--- src/rtl/bcd_serial_addsub.sv ---
// Multi-digit packed-BCD adder/subtractor, one digit per clock, LSD first.
// Subtraction uses nines complement of b with an inverted initial carry (ten's complement).
module bcd_serial_addsub #(
  parameter int unsigned DIGITS = 4,
  parameter int unsigned CW     = 3
) (
  input  logic                  clk,
  input  logic                  reset,
  input  logic                  start,
  input  logic                  op_sub,
  input  logic                  cin,
  input  logic [4*DIGITS-1:0]   a,
  input  logic [4*DIGITS-1:0]   b,
  output logic                  busy,
  output logic                  done,
  output logic [4*DIGITS-1:0]   z,
  output logic                  cout,
  output logic                  invalid
);

  localparam int unsigned W = 4 * DIGITS;

  localparam logic [1:0] S_IDLE = 2'd0;
  localparam logic [1:0] S_RUN  = 2'd1;
  localparam logic [1:0] S_FIN  = 2'd2;

  logic [1:0]    state_q, state_d;
  logic [CW-1:0] cnt_q, cnt_d;
  logic [W-1:0]  a_q, a_d;
  logic [W-1:0]  b_q, b_d;
  logic [W-1:0]  res_q, res_d;
  logic          sub_q, sub_d;
  logic          c_q, c_d;
  logic          busy_q, busy_d;
  logic          done_q, done_d;
  logic [W-1:0]  z_q, z_d;
  logic          cout_q, cout_d;
  logic          invalid_q, invalid_d;

  logic [3:0]    bd_c;
  logic [4:0]    sum_c;
  logic [3:0]    digit_c;
  logic          carry_c;
  logic          bad_c;

  // Single digit stage with +6 correction; operates on raw 4-bit values.
  always_comb begin
    bd_c    = sub_q ? (4'd9 - b_q[3:0]) : b_q[3:0];
    sum_c   = 5'(a_q[3:0]) + 5'(bd_c) + 5'(c_q);
    carry_c = (sum_c > 5'd9);
    digit_c = carry_c ? 4'(sum_c + 5'd6) : sum_c[3:0];
  end

  // Any digit above 9 in the operands being accepted.
  always_comb begin
    bad_c = 1'b0;
    for (int i = 0; i < int'(DIGITS); i++) begin
      if (a[4*i +: 4] > 4'd9 || b[4*i +: 4] > 4'd9) bad_c = 1'b1;
    end
  end

  always_comb begin
    state_d   = state_q;
    cnt_d     = cnt_q;
    a_d       = a_q;
    b_d       = b_q;
    res_d     = res_q;
    sub_d     = sub_q;
    c_d       = c_q;
    busy_d    = busy_q;
    done_d    = 1'b0;
    z_d       = z_q;
    cout_d    = cout_q;
    invalid_d = invalid_q;

    case (state_q)
      S_IDLE, S_FIN: begin
        busy_d  = 1'b0;
        state_d = S_IDLE;
        if (start) begin
          a_d       = a;
          b_d       = b;
          sub_d     = op_sub;
          c_d       = op_sub ? ~cin : cin;
          invalid_d = bad_c;
          cnt_d     = '0;
          busy_d    = 1'b1;
          state_d   = S_RUN;
        end
      end
      S_RUN: begin
        a_d   = a_q >> 4;
        b_d   = b_q >> 4;
        res_d = (res_q >> 4) | (W'(digit_c) << (W - 4));
        c_d   = carry_c;
        cnt_d = cnt_q + CW'(1);
        if (cnt_q == CW'(DIGITS - 1)) begin
          z_d     = (res_q >> 4) | (W'(digit_c) << (W - 4));
          cout_d  = carry_c;
          busy_d  = 1'b0;
          done_d  = 1'b1;
          state_d = S_FIN;
        end
      end
      default: begin
        busy_d  = 1'b0;
        state_d = S_IDLE;
      end
    endcase
  end

  always_ff @(posedge clk) begin
    if (reset) begin
      state_q   <= S_IDLE;
      cnt_q     <= '0;
      a_q       <= '0;
      b_q       <= '0;
      res_q     <= '0;
      sub_q     <= 1'b0;
      c_q       <= 1'b0;
      busy_q    <= 1'b0;
      done_q    <= 1'b0;
      z_q       <= '0;
      cout_q    <= 1'b0;
      invalid_q <= 1'b0;
    end else begin
      state_q   <= state_d;
      cnt_q     <= cnt_d;
      a_q       <= a_d;
      b_q       <= b_d;
      res_q     <= res_d;
      sub_q     <= sub_d;
      c_q       <= c_d;
      busy_q    <= busy_d;
      done_q    <= done_d;
      z_q       <= z_d;
      cout_q    <= cout_d;
      invalid_q <= invalid_d;
    end
  end

  assign busy    = busy_q;
  assign done    = done_q;
  assign z       = z_q;
  assign cout    = cout_q;
  assign invalid = invalid_q;

endmodule

--- config.mk ---
export PLATFORM = sky130hd
export DESIGN_NAME = bcd_serial_addsub
export DESIGN_NICKNAME = d
export VERILOG_FILES = /design/src/rtl/bcd_serial_addsub.sv
export SDC_FILE = /design/constraint.sdc
export NUM_CORES = 1
export LEC_CHECK = 0
export CAP_MARGIN = 5
export CELL_PAD_IN_SITES_DETAIL_PLACEMENT = 1
export CELL_PAD_IN_SITES_GLOBAL_PLACEMENT = 1
export CORE_ASPECT_RATIO = 1.4
export CORE_UTILIZATION = 35
export DETAILED_ROUTE_END_ITERATION = 10
export HOLD_SLACK_MARGIN = 0.12
export PLACE_DENSITY = 0.77
export SLEW_MARGIN = 20
export SYNTH_ARGS = -nofsm -noshare
export SYNTH_HDL_FRONTEND = slang
export SYNTH_SLANG_ARGS = --single-unit
--- constraint.sdc ---
create_clock -name clk -period 2.5 [get_ports clk]
set_clock_uncertainty 0.05 [all_clocks]
set_input_delay 0.75 -clock clk [delete_from_list [all_inputs] [get_ports clk]]
set_output_delay 0.75 -clock clk [all_outputs]
set_load 0.02 [all_outputs]
After elaboration in Yosys (flattened, before gate mapping):

Cells that the tools add are included.

* flip-flop bits (word level): 75
* output and inout bits: 20

* reductions and logical operators: 11
* mux-type cells: 22
* $add $sub $neg: 5
* magnitude comparators: 9
* bitwise operators: 3
* equal/unequal tests: 5

Operator list (number)
* case mux 16 bit (2 select lines): 2
* > comparator 4 bit, second input constant: 8
* two-way mux 16 bit: 2
* bitwise OR 12 x 16 -> 16 bit: 1
* two-way mux 1 bit: 10
* two-way mux 4 bit: 2
* case mux 3 bit (2 select lines): 1
* AND reduction 2 bit: 3
* adder 4 x 4 -> 5 bit: 1
* adder 5 x 1 -> 5 bit: 1
* > comparator 5 x 4 -> 1 bit, second input constant: 1
* adder 4 x 3 -> 4 bit, second input constant: 1
* logical OR 1 bit: 4
* inequality test 2 bit, second input constant: 2
* case mux 1 bit (2 select lines): 2
* case mux 2 bit (2 select lines): 1
* OR reduction 2 bit: 2
* subtractor 4 bit, first input constant: 1
* adder 3 x 1 -> 3 bit, second input constant: 1
* == test 3 x 2 -> 1 bit, second input constant: 1
* two-way mux 3 bit: 1
* == test 2 x 1 -> 1 bit, second input constant: 1
* == test 2 bit, second input constant: 1
* logical NOT 2 bit: 1
* other kinds (3): 4

Depth between registers and ports, before layout:

Gate-level depths: netlist of run 1.

* word-level depth: 7
* depth in mapped cells: 11

Worst setup path before layout of run 1:

OpenSTA, ideal clock, no wires.

* kind: register -> register
* start point: register sub_q
* end point: register res_q[15]
* clock period less this slack: 2.657 ns
* slack: -0.157 ns
* data required time: 2.313 ns
* stages on the path, launching flop included: 11
* arrival: 2.469 ns
* path through: dfxtp_1 > xnor2_1 > fa_1 > inv_1 > fa_1 > inv_1 > ha_1 > a22o_4 > a2111oi_2 > o21bai_2 > a211oi_1

* word-level cells in the longest chain between the ends: 6
* elaborated cells on any way between the ends: 7
* classes of those cells: 3 x add/sub; 1 x order compare; 2 x mux; 1 x bitwise

RTL lines
* start, declared: RTL line 32 `logic sub_q, sub_d;`
* start signal, assigned: RTL line 132 `sub_q <= sub_d;`
* two-way mux 4 bit *: RTL line 48 `bd_c = sub_q ? (4'd9 - b_q[3:0]) : b_q[3:0];`
* adder 4 x 4 -> 5 bit *: RTL line 49 `sum_c = 5'(a_q[3:0]) + 5'(bd_c) + 5'(c_q);`
* adder 5 x 1 -> 5 bit *: RTL line 49
* adder 4 x 3 -> 4 bit or > comparator 5 x 4 -> 1 bit (tied branches): RTL line 51, 50
* two-way mux 4 bit *: RTL line 51 `digit_c = carry_c ? 4'(sum_c + 5'd6) : sum_c[3:0];`
* bitwise OR 12 x 16 -> 16 bit *: RTL line 94 `res_d = (res_q >> 4) | (W'(digit_c) << (W - 4));`
* end signal, assigned: RTL line 131 `res_q <= res_d;`
* end, declared: RTL line 31 `logic [W-1:0] res_q, res_d;`

Every way passes the cells marked *; elsewhere a longest branch is shown, timed or not.
A chain may end at the register's enable or synchronous reset.

Worst setup path after layout of run 1:

* start point: register sub_q
* end point: register z_q[14] (netlist: z[14])

* word-level cells in the longest chain between the ends: 6
* elaborated cells on any way between the ends: 7
* classes of those cells: 3 x add/sub; 1 x order compare; 2 x mux; 1 x bitwise

RTL lines
* two-way mux 4 bit *: RTL line 48
* adder 4 x 4 -> 5 bit *: RTL line 49
* adder 5 x 1 -> 5 bit *: RTL line 49
* adder 4 x 3 -> 4 bit or > comparator 5 x 4 -> 1 bit (tied branches): RTL line 51, 50
* two-way mux 4 bit *: RTL line 51
* bitwise OR 12 x 16 -> 16 bit *: RTL line 98 `z_d = (res_q >> 4) | (W'(digit_c) << (W - 4));`
* end signal, assigned: RTL line 136 `z_q <= z_d;`
* end, declared: RTL line 36 `logic [W-1:0] z_q, z_d;`

Marked as above.

==> flow_summary.toml, run 1 <==
[placement]
dpl.hpwl_um = 6030
preCtsSetupSlack_ps = -105
place_inst = 527
io_buffers = 56
place.gp.congestion = 0.805
post_dp_cell_area_mm2 = 0.00388

[logic_synthesis]
ys_types = 44
yosys_warnings = 0
syn_area_mm2 = 0.00308
synthCells = 371
netlist.area_leader.share = 0.461
synth_compound_area_frac = 0.215
synth-xor-area-share = 0.0138
synth-seq-cells = 71
synth_simple_gate_area_share = 0.217
synth.area.top_cells = "dfxtp_1 (46%), nand2_1 (10%), nor2_1 (6.0%)"
syn_avg_cell_area_um2 = 8.31
ys_async_sr_fraction = 0
syn-num-nets = 417
synth_fa_ha_area_frac = 0.0414
synth-edff-count = 0
synth_top_cell_by_area = "dfxtp_1"
yosysSeqAreaShare = 0.461
synth_top_family_by_area = "simple AND/OR/NAND/NOR gates"
synth_flop_cell = "dfxtp_1"
muxShareOfSynthArea = 0.00974

[global_route]
grt_pass1_vias = 3053
track_usage = 0.201
antenna_found_initial = 0
grt_pass1_wl_um = 13900
grt_max_degree = 38
gr-total-overflow = 0

[drt]
routed_wl_um = 8580
dr.pass1.iters = 4
detail_route.wl_per_cell_um = 15.7
via_count = 2918
postRouteAntennaNets = 0
viasPerCell = 5.34
drc = 0
drt_iter0_drc = 126

[final_layout]
diodes = 0
area_growth_syn_to_layout_pct = 39.4
utilization = 0.502
design_area_mm2 = 0.00430
instances_no_fill = 546
drive_gt1_frac = 0.168
fin_nets = 482

[die]
num_rows = 40
core-area_mm2 = 0.00856
start_util = 0.360
die_w_um = 81.3
dieHeight_um = 113
design.die.area_mm2 = 0.00920
io_pins = 57

[clock_tree]
cts_max_level = 3
clk_path_buf_depth = 2
path_clk_slew_ps = 60
root_buffer = "clkbuf_16"
cts_made_buffers = 9
clkSinkCount = 71
cts_tree = "yes"
clkLatencyLatePin_ps = 340

[critical_path]
crit_family = "adder cells"
path_buf_inv = 2
cp_max_fo = 3
max_stage_delay_ps = 530
cp_num_cells = 10
cp.required_ps = 2680
startpoint = "sub_q"
rr_worst_depth = 10
cp.arrival_ps = 2680
cpMaxStageDelayCell = "fa_2"
end_kind = "flip-flop"
regToRegSetupSlack_ps = -0.4
crit_chain = "xnor2_2, fa_2, inv_2, fa_2, inv_2, ha_4, a22o_4, o31ai_4, nor4_2, a211o_1"
cp-start-kind = "flip-flop"
reg2reg_from = "sub_q"
r2r-end = "z[14]"
worstSetupPathType = "flip-flop to flip-flop"

[power_and_ir_drop]
clkPwrFrac = 0.384
p_leak_nw = 1.59
power_mw = 3.22
switching_share = 0.282
cellInternalPower_mw = 2.31
ir_drop_mv = 0.444
pwr_density_cell_mw_per_mm2 = 748
comb_power_share = 0.228
p_sw_mw = 0.909
seq_power_share = 0.388

[hold_path]
hp-class = "flip-flop to flip-flop"
holdPathStages = 2
worstHoldStart = "res_q[7]"
whs_endpoint = "res_q[7]"

[timing]
layout_min_cycle_time_ps = 2500
fin_ws_ps = -0.449
slew_violations = 0
slew_headroom = 0.454
setup_viol = 1
max_freq_mhz = 400
rsz0062_at_grt = "true"
fin_crit_sh = 1.00
hold_violations = 0
worst_pin_slew_ps = 816

[outcome]
status = "complete, but fails checks"
violations = "negative setup slack"

[run]
maxCapViolations = 0
-- layout by cell type, fill, tap and decap left out, drive strengths merged, types with 2 or more instances in the layout --
| cell type | instances |
|---|---|
| nand2 | 83 |
| dfxtp | 71 |
| clkdlybuf4s50 | 55 |
| nor2 | 49 |
| a21oi | 27 |
| buf | 25 |
| a311oi | 19 |
| clkbuf | 12 |
| nor3 | 11 |
| o21ai | 9 |
| a22oi | 8 |
| inv | 8 |
| ha | 7 |
| o22ai | 6 |
| a211oi | 6 |
| nand4 | 4 |
| mux2i | 3 |
| xnor2 | 3 |
| clkinv | 3 |
| nand3b | 2 |
| nor4 | 2 |
| nor3b | 2 |
| a211o | 2 |
| a31oi | 2 |
| fa | 2 |
| nand2b | 2 |
| nor2b | 2 |
| a21boi | 2 |
| o31ai | 2 |
-- metrics by stage --
step	hold slack, ps	TNS [ps]
4_1_cts	407	-273
3_5_place_dp	398	-575
5_1_grt	428	-599
6_report	404	-0.449
3_3_place_gp	389	0
2_1_floorplan	382	-158
-- power groups by stage --
stage / clock network [mW] / logic, mW / registers (mW)
after floorplan: 0 / 0.407 / 1.26
after global placement: 0 / 0.624 / 1.27
after detailed placement: 0 / 0.645 / 1.27
after CTS: 1.27 / 0.664 / 1.25
after global routing: 1.31 / 0.801 / 1.25
final: 1.24 / 0.733 / 1.25
-- timing repair --
item	4_1_cts	5_1_grt
resized for setup	4	18
hold buffers	0	0
endpoints found under the setup margin	7	8
endpoints found under the hold margin	0	0
buffers inserted	1	2
pin swaps	4	9
-- registers in the layout, indices dropped and copies added, names as in the netlist --
| register | count |
|---|---|
| sub_q | 1 |
| b_q | 16 |
| cnt_q | 3 |
| res_q | 12 |
| c_q | 1 |
| invalid | 1 |
| a_q | 16 |
| busy | 1 |
| cout | 1 |
| z | 16 |
| done | 1 |
| state_q | 2 |
-- cell type report --
class	instances	area [um^2]
clock inverters	4	27.5
fillers	1015	4260
repair buffers	80	772
multi-input cells	267	1650
flip-flops and latches	71	1430
clock buffers	12	267
well taps	105	131
inverters	7	26.3
-- metal layers --
layer | GRT usage | up-vias | routed length, um
met4 | 0.0881 | 0 | 183
met3 | 0.0460 | 13 | 247
li1 | - | 1428 | -
met1 | 0.212 | 1419 | 3390
met2 | 0.368 | 58 | 4760
met5 | 0 | - | 0
-- worst max-delay path by stage --
stage          slack, ps         to
4_1_cts              -70  res_q[14]
3_3_place_gp           4      z[14]
6_report            -0.4      z[14]
2_1_floorplan        -50  res_q[15]
5_1_grt             -110      z[15]
3_5_place_dp        -100      z[14]
-- synthesized netlist by cell type, drive strengths merged, types with 2 or more instances --
master / instances
a211o: 2
nand2: 83
nand4: 4
a21boi: 2
clkbuf: 20
inv: 7
buf: 6
nor3b: 2
a31oi: 2
o22ai: 6
nor3: 11
nand2b: 2
dfxtp: 71
mux2i: 3
nor2b: 2
nor2: 49
a211oi: 6
a311oi: 19
o21ai: 9
xnor2: 3
a21oi: 27
nand3b: 2
ha: 7
a22oi: 8
o31ai: 2
fa: 2
nor4: 2
-- worst reg2reg max path: stages, from the launching register on --
cell and delay (ps):
dfxtp_2 330, xnor2_2 160, fa_2 230, inv_2 40
fa_2 530, inv_2 60, ha_4 150, a22o_4 260
o31ai_4 260, nor4_2 80, a211o_1 240
-- cells by family (layout without fill, tap and decap cells) --
group / count (synthesis) / after routing
AOI/OAI and AO/OA: 90 / 90
xor gates and xnor gates: 4 / 4
adders and majority gates: 9 / 9
buffers and inverters: 33 / 103
DFF: 71 / 71
muxes: 3 / 3
and+or+nand+nor: 161 / 161
Power figures use the tool's default switching activity.
==> inputs of run 2 (changes only) <==
- CORE_MARGIN: default -> 2
- CORE_UTILIZATION: 35 -> 38
- PLACE_DENSITY: 0.77 -> 0.79
- clock period: 2.5 -> 2.6 ns (I/O delays scaled with it)
==> run 2 against run 1 <==
The run now ends clean. Utilization rose by 2.8 points. Count of clock-buffer cells in the layout did not move. Total power fell by 14%. Final cell count fell by 0.92%. Worst hold slack improved by 2.5 ps. Routed wire length rose by 1.2%. Non-clock buffer count rose by 1. Critical path depth did not move. Cell area fell by 3.8%. Critical path type unchanged. Highest routed layer unchanged.
==> flow_summary.toml, run 2 (synthesis results as in run 1) <==
[placement]
place.gp.congestion = 0.801
preCtsSetupSlack_ps = 11.5
dpl.hpwl_um = 6030
io_buffers = 56

[die]
core-area_mm2 = 0.00780
io_pins = 57
num_rows = 38
dieHeight_um = 111
die_w_um = 80.1
design.die.area_mm2 = 0.00886
start_util = 0.396

[clock_tree]
cts_max_level = 3
clkSinkCount = 71
clk_path_buf_depth = 2
cts_tree = "yes"
hold_buffers = 0
cts_made_buffers = 9
clkLatencyLatePin_ps = 350
root_buffer = "clkbuf_8"
path_clk_slew_ps = 70

[final_layout]
utilization = 0.530
diodes = 0
fillCellCount = 956
final_common_cell = "nand2_1"
area_growth_syn_to_layout_pct = 34.1
drive_gt1_frac = 0.145
final_cell_mix = "nand2_1 (83), dfxtp_1 (68), clkdlybuf4s50_1 (55)"
fin_nets = 483

[drt]
dr.pass1.iters = 4
drt_iter0_drc = 61
via_count = 2925
routed_wl_um = 8690
postRouteAntennaNets = 0
viasPerCell = 5.41
drc = 0
detail_route.wl_per_cell_um = 16.1

[critical_path]
startpoint = "sub_q"
end_kind = "flip-flop"
cpMaxStageDelayCell = "fa_2"
cp-start-kind = "flip-flop"
crit_chain = "xnor2_2, fa_2, inv_2, fa_2, inv_2, ha_4, a22o_4, o31ai_4, nor4_2, a211o_1"
cp.arrival_ps = 2770
r2r-end = "z[14]"
cp.required_ps = 2790
cp_max_fo = 3
max_stage_delay_ps = 530
reg2reg_from = "sub_q"
regToRegSetupSlack_ps = 30
rr_worst_depth = 10
worstSetupPathType = "flip-flop to flip-flop"

[timing]
worst_pin_slew_ps = 479
max_freq_mhz = 388
slew_violations = 0
hold_violations = 0
layout_min_cycle_time_ps = 2570
fin_ws_ps = 25.8
slew_headroom = 0.681
rsz0062_at_grt = "true"
fin_crit_sh = 0.990
setup_viol = 0

[global_route]
gr-total-overflow = 0
grt_pass1_wl_um = 13900
grt_max_degree = 41
grt_pass1_vias = 2945
track_usage = 0.199
antenna_found_initial = 0

[power_and_ir_drop]
p_leak_nw = 1.52
ir_drop_mv = 0.406
pwr_density_cell_mw_per_mm2 = 665

[run]
maxCapViolations = 0

[hold_path]
worstHoldStart = "z[2]"
whs_endpoint = "z[2]"
holdPathStages = 2
hp-class = "flip-flop to flip-flop"

[outcome]
status = "complete, no violations"
-- run 2: changes by cell type in the layout (fill, tap and decap cells not counted), sizes merged --
cell	delta
inv	-1
clkinv	-1
bufinv	+1
buf	+1
-- run 2: per-stage QoR --
| stage | setup TNS (ps) | total power, mW | cells | hold slack, ps | cell area, um^2 |
|---|---|---|---|---|---|
| floorplan | 0 | 1.59 | 371 | 382 | 3090 |
| global placement | 0 | 1.80 | 520 | 389 | 3840 |
| detailed placement | 0 | 1.82 | 520 | 397 | 3840 |
| CTS | -4.97 | 2.70 | 535 | 408 | 4030 |
| global route | -237 | 2.89 | 541 | 431 | 4140 |
| finish | 0 | 2.75 | 541 | 406 | 4140 |
-- run 2: routing by layer --
metal	global-route usage	wire length [um]	vias up
li1	-	-	1424
met1	0.218	3480	1427
met2	0.360	4740	57
met3	0.0466	244	17
met4	0.0780	221	0
met5	0	0	-
-- run 2: how the worst max path moves through the flow --
| stage | endpoint | slack (ps) | depth (start not counted) |
|---|---|---|---|
| after detailed placement | z[14] | 10 | 10 |
| after global routing | c_q | -60 | 11 |
| final | z[14] | 30 | 10 |
| after CTS | z[15] | -5 | 10 |
| after global placement | z[15] | 80 | 10 |
| after floorplan | res_q[15] | 0.1 | 10 |
-- run 2: critical path: cells and delay by family, from the launching register on --
family / cells / cell delay (ps)
simple gates: 1 / 80
fa+ha+maj: 3 / 930
xor+xnor: 1 / 170
flops: 1 / 340
buf+inv: 2 / 100
compound gates: 3 / 780
-- run 2: where the power goes --
part           leakage [nW]  internal (mW)  switching (mW)  total [mW]
Combinational         0.847          0.326           0.356       0.683
Sequential            0.581           1.15          0.0445        1.20
Clock                0.0964          0.465           0.405       0.870
-- run 2: layout make-up --
type,instances,area (um^2),area share
multi-input cells,267,1600,0.387
repair buffers,81,768,0.186
inverters,7,26.3,0.00635
well taps,100,125,0.0303
clock inverters,3,43.8,0.0106
clock buffers,12,145,0.0351
flip-flops and latches,71,1430,0.345
-- run 2: timing repair --
action,in CTS,in global routing
pin swaps,0,4
resized for setup,0,15
endpoints found under the setup margin,1,8
buffers inserted,0,6
==> inputs of run 3 (changes only) <==
- CORE_ASPECT_RATIO: 1.4 -> 0.8
- CORE_MARGIN: 2 -> 1
==> run 3 against run 2 <==
Critical endpoint is now z[15]. Die area decreased by 4.3%. Register-to-register slack lost 80 ps. First-iteration DRC count grew 64%. Flip-flop and latch count is the same. Fmax decreased by 3.0%. Final cell count grew 0.18%. Routed wire length increased by 2.7%. Global-route usage up 2.8 points. Via count down 1.9%. Total power is 2.3% higher. The run now ends with negative setup slack left. Highest routed layer unchanged. Utilization is 1.2 points higher.
==> flow_summary.toml, run 3 (synthesis results as in run 1) <==
[outcome]
status = "complete, but fails checks"
violations = "negative setup slack"

[die]
start_util = 0.404
die_w_um = 103
io_pins = 57
design.die.area_mm2 = 0.00848
num_rows = 28
core-area_mm2 = 0.00764
dieHeight_um = 82.6

[timing]
layout_min_cycle_time_ps = 2650
slew_violations = 0
max_freq_mhz = 377
setup_viol = 5
hold_violations = 0
fin_crit_sh = 1.02
worst_pin_slew_ps = 762
fin_ws_ps = -54.6
slew_headroom = 0.490
rsz0062_at_grt = "true"

[placement]
io_buffers = 56
place.gp.congestion = 0.755
post_dp_cell_area_mm2 = 0.00382
preCtsSetupSlack_ps = -55.2
dpl.hpwl_um = 5930

[final_layout]
fin_nets = 478
design_area_mm2 = 0.00414
diodes = 0
utilization = 0.542
final_cell_mix = "nand2_1 (83), dfxtp_1 (68), clkdlybuf4s50_1 (55)"
area_growth_syn_to_layout_pct = 34.2
final_common_cell = "nand2_1"
drive_gt1_frac = 0.146
fillCellCount = 935

[critical_path]
cp.arrival_ps = 2820
cp.required_ps = 2760
max_stage_delay_ps = 540
cpMaxStageDelayCell = "fa_2"
crit_family = "adder cells"
cp-start-kind = "flip-flop"
crit_chain = "xnor2_2, fa_2, inv_2, fa_2, inv_2, ha_4, a22o_4, a2111oi_4, o21bai_4, a211oi_1"
path_buf_inv = 2
worstSetupPathType = "flip-flop to flip-flop"
cp_max_fo = 4
end_kind = "flip-flop"

[drt]
routed_wl_um = 8920
detail_route.wl_per_cell_um = 16.5
via_count = 2868
drc = 0
postRouteAntennaNets = 0
drt_iter0_drc = 100
dr.pass1.iters = 4
viasPerCell = 5.29

[clock_tree]
path_clk_slew_ps = 80
cts_made_buffers = 9
clkLatencyLatePin_ps = 350
root_buffer = "clkbuf_8"
cts_tree = "yes"
clkSinkCount = 71
hold_buffers = 0
clk_path_buf_depth = 2
cts_max_level = 3

[power_and_ir_drop]
pwr_density_cell_mw_per_mm2 = 680
p_leak_nw = 1.52
ir_drop_mv = 0.306

[global_route]
grt_pass1_vias = 2869
grt_max_degree = 43
antenna_found_initial = 0
gr-total-overflow = 0
grt_pass1_wl_um = 14400
track_usage = 0.227

[run]
maxCapViolations = 0

[hold_path]
hp-class = "flip-flop to flip-flop"
-- run 3: worst min-delay path: stages (launching register included) --
cell and delay [ps]:
dfxtp_1 310, nand2_1 50, a21oi_1 50
-- run 3: per-layer routing --
layer	GRT usage	wire length (um)	up-vias
met4	0.0614	134	0
met2	0.363	4260	58
li1	-	-	1421
met3	0.0606	387	17
met1	0.301	4140	1372
met5	0	0	-
-- run 3: worst paths after layout --
path	end	slack (ps)	cells past startpoint	from
max	z[15]	-50	10	sub_q
min	z[1]	400	2	res_q[5]
max reg2reg	z[15]	-50	10	sub_q
min reg2reg	z[1]	400	2	res_q[5]
-- run 3: layout make-up --
class / instances / area [um^2] / area share
tap: 105 / 131 / 0.0317
multi-input combinational: 267 / 1620 / 0.391
clock inverter: 3 / 40.0 / 0.00967
inverter: 7 / 26.3 / 0.00635
clock buffer: 13 / 169 / 0.0408
timing repair buffer: 76 / 731 / 0.176
sequential: 71 / 1430 / 0.344
-- run 3: report_power, final --
| part | switching, mW | internal, mW |
|---|---|---|
| sequential | 0.0431 | 1.15 |
| clock | 0.403 | 0.519 |
| combinational | 0.375 | 0.320 |
-- run 3: metrics by stage --
| step | hold WS, ps | setup TNS [ps] | total power, mW | instances |
|---|---|---|---|---|
| after global placement | 392 | 0 | 1.78 | 522 |
| final | 403 | -199 | 2.81 | 542 |
| after detailed placement | 397 | -126 | 1.82 | 522 |
| after floorplan | 382 | 0 | 1.59 | 371 |
| after CTS | 407 | -7.59 | 2.78 | 538 |
| after global routing | 423 | -613 | 2.95 | 542 |
-- run 3: repair_timing --
action                                 CTS  global route
buffers inserted                         0             4
gates resized for setup                  9             8
setup endpoints to repair                4             8
endpoints found under the hold margin    0             0
pin swaps                                4            12
